File: src/rtl/mem_port_arbiter_if.sv
// Bundle of fetch, data and memory-side signals around the shared memory port.
interface mem_port_arbiter_if #(
  parameter int unsigned ADDR_W = 32,
  parameter int unsigned DATA_W = 32
);
  localparam int unsigned MASK_W = DATA_W / 8;

  logic              if_valid_i;
  logic [ADDR_W-1:0] if_addr_i;
  logic              if_ready_o;
  logic              if_rvalid_o;
  logic [DATA_W-1:0] if_rdata_o;

  logic              d_valid_i;
  logic              d_we_i;
  logic [ADDR_W-1:0] d_addr_i;
  logic [DATA_W-1:0] d_wdata_i;
  logic [MASK_W-1:0] d_wmask_i;
  logic              d_ready_o;
  logic              d_rvalid_o;
  logic [DATA_W-1:0] d_rdata_o;

  logic              mem_valid_o;
  logic              mem_we_o;
  logic [ADDR_W-1:0] mem_addr_o;
  logic [DATA_W-1:0] mem_wdata_o;
  logic [MASK_W-1:0] mem_wmask_o;
  logic              mem_ready_i;
  logic              mem_rvalid_i;
  logic [DATA_W-1:0] mem_rdata_i;

  logic              busy_o;

  // Arbiter side
  modport slave (
    input  if_valid_i, if_addr_i,
    output if_ready_o, if_rvalid_o, if_rdata_o,
    input  d_valid_i, d_we_i, d_addr_i, d_wdata_i, d_wmask_i,
    output d_ready_o, d_rvalid_o, d_rdata_o,
    output mem_valid_o, mem_we_o, mem_addr_o, mem_wdata_o, mem_wmask_o,
    input  mem_ready_i, mem_rvalid_i, mem_rdata_i,
    output busy_o
  );

  // Requester/memory side (environment)
  modport master (
    output if_valid_i, if_addr_i,
    input  if_ready_o, if_rvalid_o, if_rdata_o,
    output d_valid_i, d_we_i, d_addr_i, d_wdata_i, d_wmask_i,
    input  d_ready_o, d_rvalid_o, d_rdata_o,
    input  mem_valid_o, mem_we_o, mem_addr_o, mem_wdata_o, mem_wmask_o,
    output mem_ready_i, mem_rvalid_i, mem_rdata_i,
    input  busy_o
  );
endinterface

File: src/rtl/mem_port_arbiter.sv
// Round-robin arbiter sharing one memory port between fetch and load/store.
module mem_port_arbiter #(
  parameter int unsigned ADDR_W = 32,
  parameter int unsigned DATA_W = 32
) (
  input  logic               clk_i,
  input  logic               reset_i,
  mem_port_arbiter_if.slave  bus
);
  localparam int unsigned MASK_W = DATA_W / 8;

  localparam logic [1:0] ST_IDLE = 2'd0;
  localparam logic [1:0] ST_REQ  = 2'd1;
  localparam logic [1:0] ST_RESP = 2'd2;

  localparam logic OWN_FETCH = 1'b0;
  localparam logic OWN_DATA  = 1'b1;

  logic [1:0]        state_q, state_d;
  logic              last_grant_q;
  logic              owner_q;
  logic              we_q;
  logic [ADDR_W-1:0] addr_q;
  logic [DATA_W-1:0] wdata_q;
  logic [MASK_W-1:0] wmask_q;

  logic grant_f_c, grant_d_c, done_c, mem_valid_c;

  // Next state, grant decision and completion detect; reset masks everything
  always_comb begin
    state_d     = state_q;
    grant_f_c   = 1'b0;
    grant_d_c   = 1'b0;
    done_c      = 1'b0;
    mem_valid_c = 1'b0;
    if (!reset_i) begin
      case (state_q)
        ST_IDLE: begin
          if (bus.d_valid_i && (!bus.if_valid_i || last_grant_q == OWN_FETCH)) begin
            grant_d_c = 1'b1;
          end else if (bus.if_valid_i) begin
            grant_f_c = 1'b1;
          end
          if (grant_d_c || grant_f_c) state_d = ST_REQ;
        end
        ST_REQ: begin
          mem_valid_c = 1'b1;
          if (bus.mem_ready_i) begin
            if (bus.mem_rvalid_i) begin
              done_c  = 1'b1;
              state_d = ST_IDLE;
            end else begin
              state_d = ST_RESP;
            end
          end
        end
        ST_RESP: begin
          if (bus.mem_rvalid_i) begin
            done_c  = 1'b1;
            state_d = ST_IDLE;
          end
        end
        default: state_d = ST_IDLE;
      endcase
    end
  end

  // State register
  always_ff @(posedge clk_i) begin
    if (reset_i) state_q <= ST_IDLE;
    else         state_q <= state_d;
  end

  // Latch the granted request; fetches and loads carry no write data or mask
  always_ff @(posedge clk_i) begin
    if (reset_i) begin
      last_grant_q <= OWN_FETCH;
      owner_q      <= OWN_FETCH;
      we_q         <= 1'b0;
      addr_q       <= '0;
      wdata_q      <= '0;
      wmask_q      <= '0;
    end else if (grant_d_c || grant_f_c) begin
      last_grant_q <= grant_d_c;
      owner_q      <= grant_d_c;
      we_q         <= grant_d_c && bus.d_we_i;
      addr_q       <= grant_d_c ? bus.d_addr_i : bus.if_addr_i;
      wdata_q      <= (grant_d_c && bus.d_we_i) ? bus.d_wdata_i : '0;
      wmask_q      <= (grant_d_c && bus.d_we_i) ? bus.d_wmask_i : '0;
    end
  end

  // Memory side is driven only while a request is offered
  assign bus.mem_valid_o = mem_valid_c;
  assign bus.mem_we_o    = mem_valid_c && we_q;
  assign bus.mem_addr_o  = mem_valid_c ? addr_q  : '0;
  assign bus.mem_wdata_o = mem_valid_c ? wdata_q : '0;
  assign bus.mem_wmask_o = mem_valid_c ? wmask_q : '0;

  // Requester handshakes and response routing to the transaction owner
  assign bus.if_ready_o  = grant_f_c;
  assign bus.d_ready_o   = grant_d_c;
  assign bus.if_rvalid_o = done_c && (owner_q == OWN_FETCH);
  assign bus.d_rvalid_o  = done_c && (owner_q == OWN_DATA);
  assign bus.if_rdata_o  = bus.if_rvalid_o ? bus.mem_rdata_i : '0;
  assign bus.d_rdata_o   = bus.d_rvalid_o  ? bus.mem_rdata_i : '0;
  assign bus.busy_o      = (state_q != ST_IDLE);
endmodule

File: src/flat_wrapper.sv
// flat-port wrapper written by rule: the top's interface ports become plain ports
module mem_port_arbiter_flat 
#(
  parameter int unsigned ADDR_W = 32,
  parameter int unsigned DATA_W = 32
)
  (clk_i, reset_i, bus_if_valid_i, bus_if_addr_i, bus_if_ready_o, bus_if_rvalid_o, bus_if_rdata_o, bus_d_valid_i, bus_d_we_i, bus_d_addr_i, bus_d_wdata_i, bus_d_wmask_i, bus_d_ready_o, bus_d_rvalid_o, bus_d_rdata_o, bus_mem_valid_o, bus_mem_we_o, bus_mem_addr_o, bus_mem_wdata_o, bus_mem_wmask_o, bus_mem_ready_i, bus_mem_rvalid_i, bus_mem_rdata_i, bus_busy_o);
  mem_port_arbiter_if #(.ADDR_W(ADDR_W), .DATA_W(DATA_W)) bus_i ();
  input  logic clk_i;
  input  logic reset_i;
  input wire logic [$bits(bus_i.if_valid_i)-1:0] bus_if_valid_i;
  input wire logic [$bits(bus_i.if_addr_i)-1:0] bus_if_addr_i;
  output wire logic [$bits(bus_i.if_ready_o)-1:0] bus_if_ready_o;
  output wire logic [$bits(bus_i.if_rvalid_o)-1:0] bus_if_rvalid_o;
  output wire logic [$bits(bus_i.if_rdata_o)-1:0] bus_if_rdata_o;
  input wire logic [$bits(bus_i.d_valid_i)-1:0] bus_d_valid_i;
  input wire logic [$bits(bus_i.d_we_i)-1:0] bus_d_we_i;
  input wire logic [$bits(bus_i.d_addr_i)-1:0] bus_d_addr_i;
  input wire logic [$bits(bus_i.d_wdata_i)-1:0] bus_d_wdata_i;
  input wire logic [$bits(bus_i.d_wmask_i)-1:0] bus_d_wmask_i;
  output wire logic [$bits(bus_i.d_ready_o)-1:0] bus_d_ready_o;
  output wire logic [$bits(bus_i.d_rvalid_o)-1:0] bus_d_rvalid_o;
  output wire logic [$bits(bus_i.d_rdata_o)-1:0] bus_d_rdata_o;
  output wire logic [$bits(bus_i.mem_valid_o)-1:0] bus_mem_valid_o;
  output wire logic [$bits(bus_i.mem_we_o)-1:0] bus_mem_we_o;
  output wire logic [$bits(bus_i.mem_addr_o)-1:0] bus_mem_addr_o;
  output wire logic [$bits(bus_i.mem_wdata_o)-1:0] bus_mem_wdata_o;
  output wire logic [$bits(bus_i.mem_wmask_o)-1:0] bus_mem_wmask_o;
  input wire logic [$bits(bus_i.mem_ready_i)-1:0] bus_mem_ready_i;
  input wire logic [$bits(bus_i.mem_rvalid_i)-1:0] bus_mem_rvalid_i;
  input wire logic [$bits(bus_i.mem_rdata_i)-1:0] bus_mem_rdata_i;
  output wire logic [$bits(bus_i.busy_o)-1:0] bus_busy_o;
  assign bus_i.if_valid_i = bus_if_valid_i;
  assign bus_i.if_addr_i = bus_if_addr_i;
  assign bus_if_ready_o = bus_i.if_ready_o;
  assign bus_if_rvalid_o = bus_i.if_rvalid_o;
  assign bus_if_rdata_o = bus_i.if_rdata_o;
  assign bus_i.d_valid_i = bus_d_valid_i;
  assign bus_i.d_we_i = bus_d_we_i;
  assign bus_i.d_addr_i = bus_d_addr_i;
  assign bus_i.d_wdata_i = bus_d_wdata_i;
  assign bus_i.d_wmask_i = bus_d_wmask_i;
  assign bus_d_ready_o = bus_i.d_ready_o;
  assign bus_d_rvalid_o = bus_i.d_rvalid_o;
  assign bus_d_rdata_o = bus_i.d_rdata_o;
  assign bus_mem_valid_o = bus_i.mem_valid_o;
  assign bus_mem_we_o = bus_i.mem_we_o;
  assign bus_mem_addr_o = bus_i.mem_addr_o;
  assign bus_mem_wdata_o = bus_i.mem_wdata_o;
  assign bus_mem_wmask_o = bus_i.mem_wmask_o;
  assign bus_i.mem_ready_i = bus_mem_ready_i;
  assign bus_i.mem_rvalid_i = bus_mem_rvalid_i;
  assign bus_i.mem_rdata_i = bus_mem_rdata_i;
  assign bus_busy_o = bus_i.busy_o;
  mem_port_arbiter #(.ADDR_W(ADDR_W), .DATA_W(DATA_W)) u_core (.clk_i(clk_i), .reset_i(reset_i), .bus(bus_i));
endmodule
File: config.mk
export PLATFORM = sky130hd
export DESIGN_NAME = mem_port_arbiter_flat
export DESIGN_NICKNAME = d
export VERILOG_FILES = /design/src/rtl/mem_port_arbiter_if.sv /design/src/rtl/mem_port_arbiter.sv /design/src/flat_wrapper.sv
export SDC_FILE = /design/constraint.sdc
export NUM_CORES = 1
export LEC_CHECK = 0
export ABC_AREA = 0
export ABC_CLOCK_PERIOD_IN_PS = 3370
export BUFFER_PORTS_ARGS = -buffer_cell sky130_fd_sc_hd__buf_2
export CORE_AREA = 2 2 107 109
export DETAILED_ROUTE_END_ITERATION = 10
export DIE_AREA = 0 0 109 111
export PLACE_DENSITY = 0.77
export SYNTH_ARGS = -nofsm -noshare
export SYNTH_HDL_FRONTEND = slang
export SYNTH_SLANG_ARGS = --single-unit
File: constraint.sdc
create_clock -name clk_i -period 3.37 [get_ports clk_i]
set_input_delay 0.674 -clock clk_i [delete_from_list [all_inputs] [get_ports clk_i]]
set_output_delay 0.674 -clock clk_i [all_outputs]
set_load 0.02 [all_outputs]
* Word-level counts from Yosys, hierarchy flattened
Index checks and enable logic that the tools add are counted.
** Storage, ports and cells
- Input bits :: 139
- Bits in registers :: 72
- Output and inout port bits :: 139
- Word-level logic and storage cells :: 54
** Cells by class
- Eq/ne operators :: 5
- Reduce and logical (&&, ||, !) cells :: 12
- Mux-type cells :: 30
- Bitwise logic cells :: 1
** Operator list (number)
- 32-bit 2-to-1 mux :: 6
- 1-bit 2-to-1 mux :: 16
- 2-bit 2-to-1 mux :: 4
- 4-bit 2-to-1 mux :: 2
- 2-bit one-hot mux with 3 select lines :: 1
- 1-bit logical AND :: 5
- 2-bit != test (second input constant) :: 2
- 1-bit logical OR :: 3
- 3-bit AND reduction :: 1
- 2-bit by 1-bit == test with 1-bit output (second input constant) :: 1
- 2-bit == test (second input constant) :: 1
- 2-bit logical NOT :: 1
- 2-bit by 1-bit != test with 1-bit output (second input constant) :: 1
- 1-bit one-hot mux with 2 select lines :: 1
- 2-bit nonzero test :: 1
- 1-bit logical NOT :: 1
- 1-bit inverter :: 1

* Logic depth before layout (Yosys ltp)
Gate-level depths: netlist (run 1).
- Depth in word-level cells :: 10
- Gate-level depth with buffers :: 8
- Gate-level depth less buffers :: 5

* Worst setup path after synthesis (run 1)
Ideal clock, no wire load.
- Kind :: input-to-output
- Start point :: input port reset_i
- End point :: output port bus_mem_addr_o[22]
- Buffers on the path :: 2
- Arrival :: 1.783 ns
- Stages :: 4
- Slack :: 0.913 ns
- Required time :: 2.696 ns
- Cells stage by stage :: buf_2 -> nor2b_1 -> clkbuf_1 -> and2_1
** On the way
- Cells in the longest elaborated chain, start to end :: 2
** Ends and longest elaborated chain
- from (decl) :: RTL line flat_wrapper.sv:10 : input logic reset_i;
- 1-bit 2-to-1 mux :: RTL line mem_port_arbiter.sv:36 : if (!reset_i) begin
- net bus_mem_valid_o :: RTL line flat_wrapper.sv:24 : output wire logic [$bits(bus_i.mem_valid_o)-1:0] bus_mem_valid_o;
- 32-bit 2-to-1 mux :: RTL line mem_port_arbiter.sv:96 : assign bus.mem_addr_o = mem_valid_c ? addr_q : '0;
- to (decl) :: RTL line flat_wrapper.sv:26 : output wire logic [$bits(bus_i.mem_addr_o)-1:0] bus_mem_addr_o;
The timed path passes the listed nets, and every way through them passes these cells.

* Final worst setup path (run 1)
- Start point :: register u_core.state_q[1]
- End point :: output port bus_if_rdata_o[12]
** On the way
- Cells in the longest elaborated chain, start to end :: 5
- Elaborated cells between the ends (all ways) :: 6
- Those cells by class :: 2 x eq/ne; 3 x mux; 1 x reduce/logical
** Ends and longest elaborated chain
- from (decl) :: RTL line mem_port_arbiter.sv:19 : logic [1:0] state_q, state_d;
- from (signal assigned) :: RTL line mem_port_arbiter.sv:71 : else state_q <= state_d;
- 2-bit == test / 2-bit by 1-bit == test with 1-bit output (equally long branches) :: RTL line mem_port_arbiter.sv:37 : case (state_q)
- 1-bit one-hot mux with 2 select lines * :: RTL line mem_port_arbiter.sv:37
- 1-bit 2-to-1 mux * :: RTL line mem_port_arbiter.sv:36
- 1-bit logical AND * :: RTL line mem_port_arbiter.sv:103 : assign bus.if_rvalid_o = done_c && (owner_q == OWN_FETCH);
- 32-bit 2-to-1 mux * :: RTL line mem_port_arbiter.sv:105 : assign bus.if_rdata_o = bus.if_rvalid_o ? bus.mem_rdata_i : '0;
- to (decl) :: RTL line flat_wrapper.sv:15 : output wire logic [$bits(bus_i.if_rdata_o)-1:0] bus_if_rdata_o;
Mark *: on every way between the ends. The rest lies on a longest branch, timed or not.

==> impl_metrics.env, run 1 <==
export IMPL_outcome="finished clean"
export IMPL_drive_above_1_share_pct=39.9
export IMPL_num_vias=4777
export IMPL_start_util_pct=37.0
export IMPL_holdPathStages=2
export IMPL_core_area_mm2=0.0111
export IMPL_ff_latch_area_mm2=0.00144
export IMPL_drc=0
export IMPL_crit_chain="inv_1 > ha_1 > a21oi_1 > nor4_4 > buf_4 > and2_1 > buf_2"
export IMPL_die_height_um=111
export IMPL_drtIter0Drc=431
export IMPL_numPortBuffers=277
export IMPL_slowest_delay_ns=0.38
export IMPL_powerDensity_mw_per_mm2=476
export IMPL_leakagePower_nw=2.99
export IMPL_wl_per_cell_um=14.4
export IMPL_grt_pass1_wl_mm=20.7
export IMPL_nets=924
export IMPL_mostFrequentLayoutCells="buf_2 (277), and2_1 (133), dfxtp_1 (72), nand2_1 (69), a21oi_1 (38)"
export IMPL_synth_nets=681
export IMPL_slew_headroom_pct=50.4
export IMPL_yosysUniqueCellTypes=29
export IMPL_synth_edf_count=0
export IMPL_critical_path_top_delay_family="buffers and inverters"
export IMPL_syn_inst=538
export IMPL_synth_seq_cells=72
export IMPL_n_fill_cell=1083
export IMPL_hold_end="u_core.wdata_q[12]$_SDFFE_PP0P_"
export IMPL_grt_max_degree=46
export IMPL_wirelength_mm=13.4
export IMPL_syn_avg_cell_area_um2=7.61
export IMPL_yosysSeqAreaShare_pct=35.2
export IMPL_cts_htree_levels=3
export IMPL_clkSinkCount=72
export IMPL_cts_tree="done"
export IMPL_ys_warnings_count=0
export IMPL_synth_async_reset_ratio_pct=0
export IMPL_drt_first_pass_iters=5
export IMPL_finalHoldViolCount=0
export IMPL_finalCritPeriodShare_pct=80.2
export IMPL_row_count=39
export IMPL_mostFrequentLayoutCell="buf_2"
export IMPL_ys_flop_type="dfxtp_1"
export IMPL_worstSetupEndpointType="output pin"
export IMPL_cts_reportedPaths_clkPinSlew_ns=0.07
export IMPL_arrival_ns=2.03
export IMPL_die_width_um=109
export IMPL_multi_input_area_mm2=0.00238
export IMPL_cts_made_buffers=9
export IMPL_cp_num_buf_inv=3
export IMPL_fin_worst_skew_ns=0.0118
export IMPL_cap_violations=0
export IMPL_path_class="reg2out"
export IMPL_fin_area_mm2=0.00581
export IMPL_gp_congestion=0.764
export IMPL_die_area_mm2=0.0121
export IMPL_cts_setup_buffers=0
export IMPL_holdBufCountCts=0
export IMPL_antenna_left=0
export IMPL_slowest_stage="a21oi_1"
export IMPL_grt_overflow=0
export IMPL_r2r_start="u_core.state_q[1]$_SDFFE_PP0P_"
export IMPL_fin_crit_ns=2.70
export IMPL_r2r_slack_ns=1.39
export IMPL_max_freq_mhz=370
export IMPL_rsz0062_at_grt="false"
export IMPL_grt_usage_pct=21.4
export IMPL_vdd_drop_max_v=0.000292
export IMPL_finalSetupViolCount=0
export IMPL_num_io_pins=278
export IMPL_critPathLaunchType="flop"
export IMPL_grt_antenna_before_repair=1
export IMPL_r2r_cells=5
export IMPL_required_ns=2.70
export IMPL_hold_class="reg2reg"
export IMPL_ctsResizeCount=0
export IMPL_hold_start="u_core.wdata_q[12]$_SDFFE_PP0P_"
export IMPL_setup_tns_ns=0
export IMPL_syn2layout_area_growth_pct=41.8
export IMPL_post_dp_cell_area_mm2=0.00551
export IMPL_hold_worst_slack_ns=0.468
export IMPL_ctsLongestPathBuffers=2
export IMPL_clk_latency_ns=0.34
export IMPL_worst_slew_pin_slew_ns=0.742
export IMPL_place_hpwl_mm=9.50
export IMPL_syn_area_mm2=0.00410
export IMPL_viasPerCell=5.14
export IMPL_crit_fanout=33
export IMPL_root_buffer="clkbuf_16"
export IMPL_rr_endpoint="u_core.addr_q[21]$_SDFFE_PP0P_"
export IMPL_grt_pass1_vias=4312
export IMPL_drv_slew=0
-- through the flow --
step	total power [W]	util [%]	setup WS, ns	std cells
after floorplan	0.00160	-	0.913	538
after global placement	0.00185	49.8	0.850	913
after detailed placement	0.00187	49.8	0.823	913
after CTS	0.00278	52.4	0.651	929
after global routing	0.00292	52.4	0.508	930
final	0.00276	52.4	0.666	930
-- registers in the layout (all words and copies together) (netlist names) --
| name | flops |
|---|---|
| u_core.addr_q | 32 |
| u_core.wmask_q | 4 |
| u_core.last_grant_q | 1 |
| u_core.state_q | 2 |
| u_core.wdata_q | 32 |
| u_core.we_q | 1 |
-- cells by family after synthesis --
kind of cell / Yosys count / synth area share (%)
flops: 72 / 35.2
fa+ha+maj: 4 / 1.22
buf+inv: 65 / 7.24
mux: 2 / 0.489
simple gates: 252 / 35.0
compound gates: 143 / 20.9
-- metal layers --
metal,part of all wire [%],global-route usage [%],routed length (µm),vias up
li1,-,-,-,2350
met1,39,25.3,5220,2166
met2,50,36.0,6750,230
met3,8.0,5.88,1080,31
met4,2.8,8.80,381,0
met5,0,0,0,-
-- power by group --
part	leakage [nW]	internal, W	switching, W
Sequential	0.593	0.000993	0.0000672
Clock	0.132	0.000512	0.000403
Combinational	2.27	0.000299	0.000488
-- worst min-delay path: stages (launching register included) --
cell     delay, ns
dfxtp_1       0.30
o21ai_0       0.06
a21oi_1       0.06
-- synthesized netlist by cell type (2+ instances only) --
cell type | instances | area, µm²
and2_1 | 133 | 832
dfxtp_1 | 72 | 1440
nand2_1 | 69 | 259
a21oi_1 | 38 | 190
o21ai_0 | 37 | 185
nand4_1 | 36 | 225
a22oi_1 | 33 | 248
a31oi_1 | 32 | 200
clkbuf_1 | 30 | 113
buf_2 | 24 | 120
inv_1 | 5 | 18.8
buf_4 | 4 | 30.0
ha_1 | 4 | 50.1
nor2b_1 | 3 | 18.8
mux2i_1 | 2 | 20.0
nand3_1 | 2 | 10.0
nor2_1 | 2 | 7.51
-- final cells by class --
cell class	instances	share of cell area, %
diodes	1	0.0431
clock inverters	7	1.12
repair buffers	291	25.7
flip-flops and latches	72	24.8
inverters	6	0.388
clock buffers	9	3.88
multi-input cells	401	41.0
well taps	143	3.08
-- how the worst max path moves through the flow --
| stage | start | cells past startpoint | slack [ns] | endpoint |
|---|---|---|---|---|
| final | u_core.state_q[1]$_SDFFE_PP0P_ | 7 | 0.67 | bus_if_rdata_o[12] |
| after global routing | u_core.state_q[1]$_SDFFE_PP0P_ | 7 | 0.51 | bus_if_rdata_o[16] |
| after CTS | u_core.state_q[1]$_SDFFE_PP0P_ | 7 | 0.65 | bus_d_rdata_o[2] |
| after detailed placement | reset_i | 5 | 0.82 | bus_d_ready_o |
| after global placement | reset_i | 5 | 0.85 | bus_d_ready_o |
| after floorplan | reset_i | 4 | 0.91 | bus_mem_addr_o[22] |
Power figures use the tool's default switching activity.
==> inputs of run 2 (changes only) <==
Settings changed: ABC_CLOCK_PERIOD_IN_PS 3370 to 2800, CORE_AREA 2 2 107 109 to 2 2 108 110, DIE_AREA 0 0 109 111 to 0 0 110 112, PLACE_DENSITY 0.77 to 0.76.
Clock period 3.37 ns to 2.8 ns, I/O delays scaled along.
==> run 2 against run 1 <==
  * Combinational power increased by 22%
  * Sequential share of layout area decreased by 0.13 points
  * Register-to-register slack got worse by 0.42 ns
  * Worst setup slack got worse by 0.45 ns
  * Clock-buffer cell count unchanged
  * Via count decreased by 0.23%
  * Final cell count increased by 0.43%
  * Global-route usage increased by 1.2 points
  * Power increased by 22%
  * Routed wire length increased by 8.3%
  * Final area increased by 0.52%
  * Critical endpoint is now bus_d_rdata_o[18]
==> impl_metrics.env, run 2 (same netlist as run 1, synthesis figures left out) <==
export IMPL_outcome="finished clean"
export IMPL_worstSetupEndpointType="output pin"
export IMPL_start_util_pct=36.6
export IMPL_internal_power_w=0.00225
export IMPL_required_ns=2.24
export IMPL_gp_congestion=0.787
export IMPL_num_vias=4766
export IMPL_placed_cells=916
export IMPL_crit_fanout=33
export IMPL_drc=0
export IMPL_vdd_drop_max_v=0.000317
export IMPL_slowest_stage="dfxtp_1"
export IMPL_finish_utilization_pct=52.2
export IMPL_drtIter0Drc=292
export IMPL_cts_htree_levels=3
export IMPL_clkPwrFrac_pct=33.9
export IMPL_holdBufCountCts=0
export IMPL_clkSinkCount=72
export IMPL_grt_pass1_vias=4242
export IMPL_nets=927
export IMPL_arrival_ns=2.02
export IMPL_path_class="reg2out"
export IMPL_cts_setup_buffers=0
export IMPL_finalSetupViolCount=0
export IMPL_fin_crit_ns=2.58
export IMPL_crit_chain="inv_1 > ha_1 > a21oi_1 > nor4b_4 > buf_4 > and2_1 > buf_2"
export IMPL_cts_tree="done"
export IMPL_drv_slew=0
export IMPL_ff_latch_area_mm2=0.00144
export IMPL_cts_reportedPaths_clkPinSlew_ns=0.06
export IMPL_drt_first_pass_iters=4
export IMPL_wl_per_cell_um=15.6
export IMPL_grt_pass1_wl_mm=21.7
export IMPL_switching_share_pct=33.4
export IMPL_grt_antenna_before_repair=2
export IMPL_max_freq_mhz=388
export IMPL_viasPerCell=5.10
export IMPL_power_total_w=0.00338
export IMPL_grt_overflow=0
export IMPL_slowest_delay_ns=0.32
export IMPL_root_buffer="clkbuf_16"
export IMPL_row_count=39
export IMPL_grt_usage_pct=22.6
export IMPL_numPortBuffers=277
export IMPL_cts_made_buffers=9
export IMPL_hold_class="reg2reg"
export IMPL_largestRegisters="u_core.addr_q: 32 flops, u_core.wdata_q: 32 flops, u_core.wmask_q: 4 flops"
export IMPL_antenna_left=0
export IMPL_powerDensity_mw_per_mm2=579
export IMPL_core_area_mm2=0.0112
export IMPL_num_io_pins=278
export IMPL_p_comb_share_pct=28.5
export IMPL_cap_violations=0
export IMPL_setup_tns_ns=0
export IMPL_fin_worst_skew_ns=0.00896
export IMPL_die_height_um=112
export IMPL_die_width_um=110
export IMPL_clk_latency_ns=0.33
export IMPL_rsz0062_at_grt="false"
export IMPL_fin_cells=934
export IMPL_drive_above_1_share_pct=40.2
export IMPL_mostFrequentLayoutCell="buf_2"
export IMPL_critPathLaunchType="flop"
export IMPL_finalCritPeriodShare_pct=92.1
export IMPL_p_sw_w=0.00113
export IMPL_ctsLongestPathBuffers=2
export IMPL_n_fill_cell=1124
export IMPL_syn2layout_area_growth_pct=42.5
export IMPL_grt_max_degree=52
export IMPL_ctsResizeCount=0
export IMPL_seq_power_share_pct=37.6
export IMPL_slew_headroom_pct=54.0
export IMPL_worst_slew_pin_slew_ns=0.691
export IMPL_wirelength_mm=14.6
export IMPL_mostFrequentLayoutCells="buf_2 (277), and2_1 (133), dfxtp_1 (72), nand2_1 (69), a21oi_1 (38)"
export IMPL_multi_input_area_mm2=0.00238
export IMPL_die_area_mm2=0.0123
export IMPL_place_hpwl_mm=10.7
export IMPL_finalHoldViolCount=0
export IMPL_leakagePower_nw=3.02
[run 2: layer usage]
metal	vias up	track usage, %	routed length [µm]
met5	-	0	0
met4	0	9.03	241
met3	19	4.16	1050
met2	203	41.4	7820
met1	2191	25.1	5450
li1	2353	-	-
[run 2: power groups by stage]
stage / Sequential, W / Combinational, W / Clock (W)
after floorplan: 0.00127 / 0.000656 / 0
after global placement: 0.00129 / 0.000962 / 0
after detailed placement: 0.00129 / 0.000970 / 0
after CTS: 0.00127 / 0.000974 / 0.00117
after global routing: 0.00129 / 0.00106 / 0.00121
final: 0.00127 / 0.000963 / 0.00115
[run 2: path summary, 6_finish.rpt]
check	start	to	slack (ns)	cells after the start
max	u_core.state_q[1]$_SDFFE_PP0P_	bus_d_rdata_o[18]	0.22	7
min	u_core.wdata_q[3]$_SDFFE_PP0P_	u_core.wdata_q[3]$_SDFFE_PP0P_	0.46	2
max reg2reg	u_core.state_q[0]$_SDFFE_PP0P_	u_core.addr_q[26]$_SDFFE_PP0P_	0.97	6
min reg2reg	u_core.wdata_q[3]$_SDFFE_PP0P_	u_core.wdata_q[3]$_SDFFE_PP0P_	0.46	2
[run 2: layout make-up]
type | count | area share, %
Clock buffer | 9 | 3.86
Multi-Input combinational cell | 401 | 40.8
Clock inverter | 7 | 1.20
Inverter | 6 | 0.386
Timing Repair Buffer | 294 | 25.9
Sequential cell | 72 | 24.7
Antenna cell | 2 | 0.0857
Tap cell | 143 | 3.07
[run 2: critical path: cells and delay by family (launching register included)]
family                     cells  cell delay (ns)
buffers and inverters          3             0.53
DFF                            1             0.32
AOI/OAI and AO/OA              1             0.16
adders and majority gates      1             0.22
and+or+nand+nor                2             0.45
[run 2: per-stage QoR]
| step | cell area (µm²) | setup WS [ns] | hold WS, ns |
|---|---|---|---|
| 4_1_cts | 5830 | 0.185 | 0.468 |
| 6_report | 5840 | 0.220 | 0.465 |
| 5_1_grt | 5840 | 0.0616 | 0.484 |
| 3_3_place_gp | 5540 | 0.517 | 0.453 |
| 3_5_place_dp | 5540 | 0.469 | 0.460 |
| 2_1_floorplan | 4100 | 0.571 | 0.445 |
==> inputs of run 3 (changes only) <==
Settings changed: ABC_CLOCK_PERIOD_IN_PS 2800 to 2500, PLACE_DENSITY 0.76 to 0.77.
Clock period 2.8 ns to 2.5 ns, I/O delays scaled along.
==> run 3 against run 2 <==
  * Register-to-register slack worse by 0.02 ns
  * Worst setup slack got worse by 0.22 ns
  * Combinational power increased by 18%
  * Critical path depth rose by 1
  * First-iteration DRC count is 25% higher
  * Die area unchanged
  * Utilization is 3.1 points higher
  * Power grew 12%
  * Worst hold slack worse by 0.036 ns
  * Final area up 6.0%
  * Critical path type unchanged
==> impl_metrics.env, run 3 (same netlist as run 1, synthesis figures left out) <==
export IMPL_outcome="finished clean"
export IMPL_root_buffer="clkbuf_16"
export IMPL_grt_usage_pct=21.0
export IMPL_die_width_um=110
export IMPL_cp_num_buf_inv=4
export IMPL_worstSetupEndpointType="output pin"
export IMPL_crit_start="u_core.state_q[1]$_SDFFE_PP0P_"
export IMPL_antenna_left=0
export IMPL_drtIter0Drc=365
export IMPL_arrival_ns=2.00
export IMPL_grt_pass1_vias=4160
export IMPL_numPortBuffers=277
export IMPL_mostFrequentLayoutCell="buf_2"
export IMPL_worst_path_stages=8
export IMPL_switching_share_pct=34.4
export IMPL_mostFrequentLayoutCells="buf_2 (243), and2_1 (114), dfxtp_1 (70), nand2_1 (68)"
export IMPL_finalCritPeriodShare_pct=99.9
export IMPL_fin_crit_ns=2.50
export IMPL_largestRegisters="u_core.addr_q: 32 flops, u_core.wdata_q: 32 flops, u_core.wmask_q: 4 flops"
export IMPL_num_vias=4806
export IMPL_drc=0
export IMPL_global_route_usage_met2_pct=37.5
export IMPL_power_total_w=0.00380
export IMPL_drt_first_pass_iters=4
export IMPL_grt_pass1_wl_mm=20.6
export IMPL_r2r_start="u_core.state_q[0]$_SDFFE_PP0P_"
export IMPL_hold_class="in2reg"
export IMPL_cts_tree="done"
export IMPL_r2r_cells=6
export IMPL_die_height_um=112
export IMPL_viasPerCell=5.12
export IMPL_placed_cells=913
export IMPL_p_sw_w=0.00131
export IMPL_row_count=39
export IMPL_grt_busiest_layer="met2"
export IMPL_n_fill_cell=1048
export IMPL_crit_fanout=8
export IMPL_start_util_pct=36.6
export IMPL_clk_latency_ns=0.33
export IMPL_clkPwrFrac_pct=32.3
export IMPL_setup_worst_path_end="bus_d_rdata_o[2]"
export IMPL_slowest_stage="dfxtp_2"
export IMPL_worst_slew_pin_slew_ns=1.15
export IMPL_rsz0062_at_grt="true"
export IMPL_wirelength_mm=14.5
export IMPL_met1_usage_pct=23.9
export IMPL_nets=932
export IMPL_grt_antenna_before_repair=1
export IMPL_p_comb_share_pct=30.0
export IMPL_slew_headroom_pct=23.6
export IMPL_critPathLaunchType="flop"
export IMPL_fin_cells=938
export IMPL_grt_max_degree=71
export IMPL_vdd_drop_max_v=0.000293
export IMPL_clkSinkCount=72
export IMPL_cap_violations=0
export IMPL_finalSetupViolCount=0
export IMPL_finalHoldViolCount=0
export IMPL_grtUsageMet3_pct=5.27
export IMPL_cts_made_buffers=9
export IMPL_cpMostUsedCell="buf_6"
export IMPL_drv_slew=0
export IMPL_r2r_slack_ns=0.95
export IMPL_internal_power_w=0.00250
export IMPL_die_area_mm2=0.0123
export IMPL_gp_congestion=0.805
export IMPL_fin_worst_skew_ns=0.00764
export IMPL_leakagePower_nw=3.09
export IMPL_finish_utilization_pct=55.4
export IMPL_slowest_delay_ns=0.36
export IMPL_powerDensity_mw_per_mm2=615
export IMPL_fin_area_mm2=0.00619
export IMPL_core_area_mm2=0.0112
export IMPL_post_dp_cell_area_mm2=0.00555
export IMPL_seq_power_share_pct=37.6
export IMPL_crit_chain="inv_4 > ha_4 > nand2_2 > nor4b_4 > buf_4 > buf_6 > and2_1 > buf_6"
export IMPL_place_hpwl_mm=9.57
export IMPL_cts_reportedPaths_clkPinSlew_ns=0.06
export IMPL_setup_tns_ns=0
export IMPL_syn2layout_area_growth_pct=51.1
export IMPL_wl_per_cell_um=15.5
export IMPL_cts_htree_levels=3
export IMPL_ctsLongestPathBuffers=2
export IMPL_required_ns=2.00
export IMPL_num_io_pins=278
export IMPL_critical_path_top_delay_family="simple AND/OR/NAND/NOR gates"
export IMPL_max_freq_mhz=400
export IMPL_grt_overflow=0
export IMPL_rr_endpoint="u_core.wdata_q[7]$_SDFFE_PP0P_"
export IMPL_path_class="reg2out"
export IMPL_drive_above_1_share_pct=44.0
## run 3: changes by cell type in the layout (fill, tap and decap cells not counted), moves of 3 or more
cell	previous run	this run
buf_6	0	31
and2_4	0	19
and2_1	133	114
buf_12	0	3
buf_4	17	22
buf_2	277	243
clkinv_2	3	0
## run 3: how the worst min path moves through the flow
| stage | startpoint | to | cells after the start |
|---|---|---|---|
| floorplan | u_core.wdata_q[0]$_SDFFE_PP0P_ | u_core.wdata_q[0]$_SDFFE_PP0P_ | 2 |
| global placement | u_core.wdata_q[9]$_SDFFE_PP0P_ | u_core.wdata_q[9]$_SDFFE_PP0P_ | 2 |
| detailed placement | u_core.wdata_q[23]$_SDFFE_PP0P_ | u_core.wdata_q[23]$_SDFFE_PP0P_ | 2 |
| CTS | bus_if_addr_i[18] | u_core.addr_q[18]$_SDFFE_PP0P_ | 3 |
| global route | bus_d_addr_i[19] | u_core.addr_q[19]$_SDFFE_PP0P_ | 3 |
| finish | bus_d_addr_i[12] | u_core.addr_q[12]$_SDFFE_PP0P_ | 3 |
## run 3: worst register-to-register path: cells and delay by family (launching register included)
kind	cells	cell delay [ns]
adders and majority gates	1	0.18
AOI/OAI and AO/OA	1	0.20
buffers and inverters	2	0.46
DFF	1	0.33
and+or+nand+nor	2	0.32
## run 3: power groups by stage
stage                     clock network [W]  registers (W)  logic (W)
after global routing                0.00133        0.00145    0.00127
after detailed placement                  0        0.00145    0.00109
after floorplan                           0        0.00142   0.000734
final                               0.00123        0.00143    0.00114
after global placement                    0        0.00144    0.00109
after CTS                           0.00126        0.00143    0.00110
## run 3: layout make-up
type	count	area (µm²)	area share [%]
antenna	1	2.50	0.0404
inverter	6	25.0	0.404
sequential	72	1440	23.3
timing repair buffer	299	1790	28.9
tap	143	179	2.89
multi-input combinational	401	2460	39.7
clock inverter	7	62.6	1.01
clock buffer	9	225	3.64
## run 3: routing by layer
metal / share of wire (%) / wire length, µm
met1: 38 / 5470
met5: 0 / 0
met3: 7.6 / 1110
met2: 53 / 7660
met4: 1.9 / 278
## run 3: repair_timing
item,in CTS,in global routing
buffers inserted,0,4
gates cloned,0,4
setup endpoints to repair,50,64
resized for setup,2,98
hold buffers,0,0
pin swaps,0,2
## run 3: through the flow
step                      hold slack, ns  setup slack (ns)
after CTS                          0.415            0.0211
after floorplan                    0.445             0.391
after global routing               0.422           -0.0717
after global placement             0.453             0.393
after detailed placement           0.460             0.332
final                              0.428           0.00292
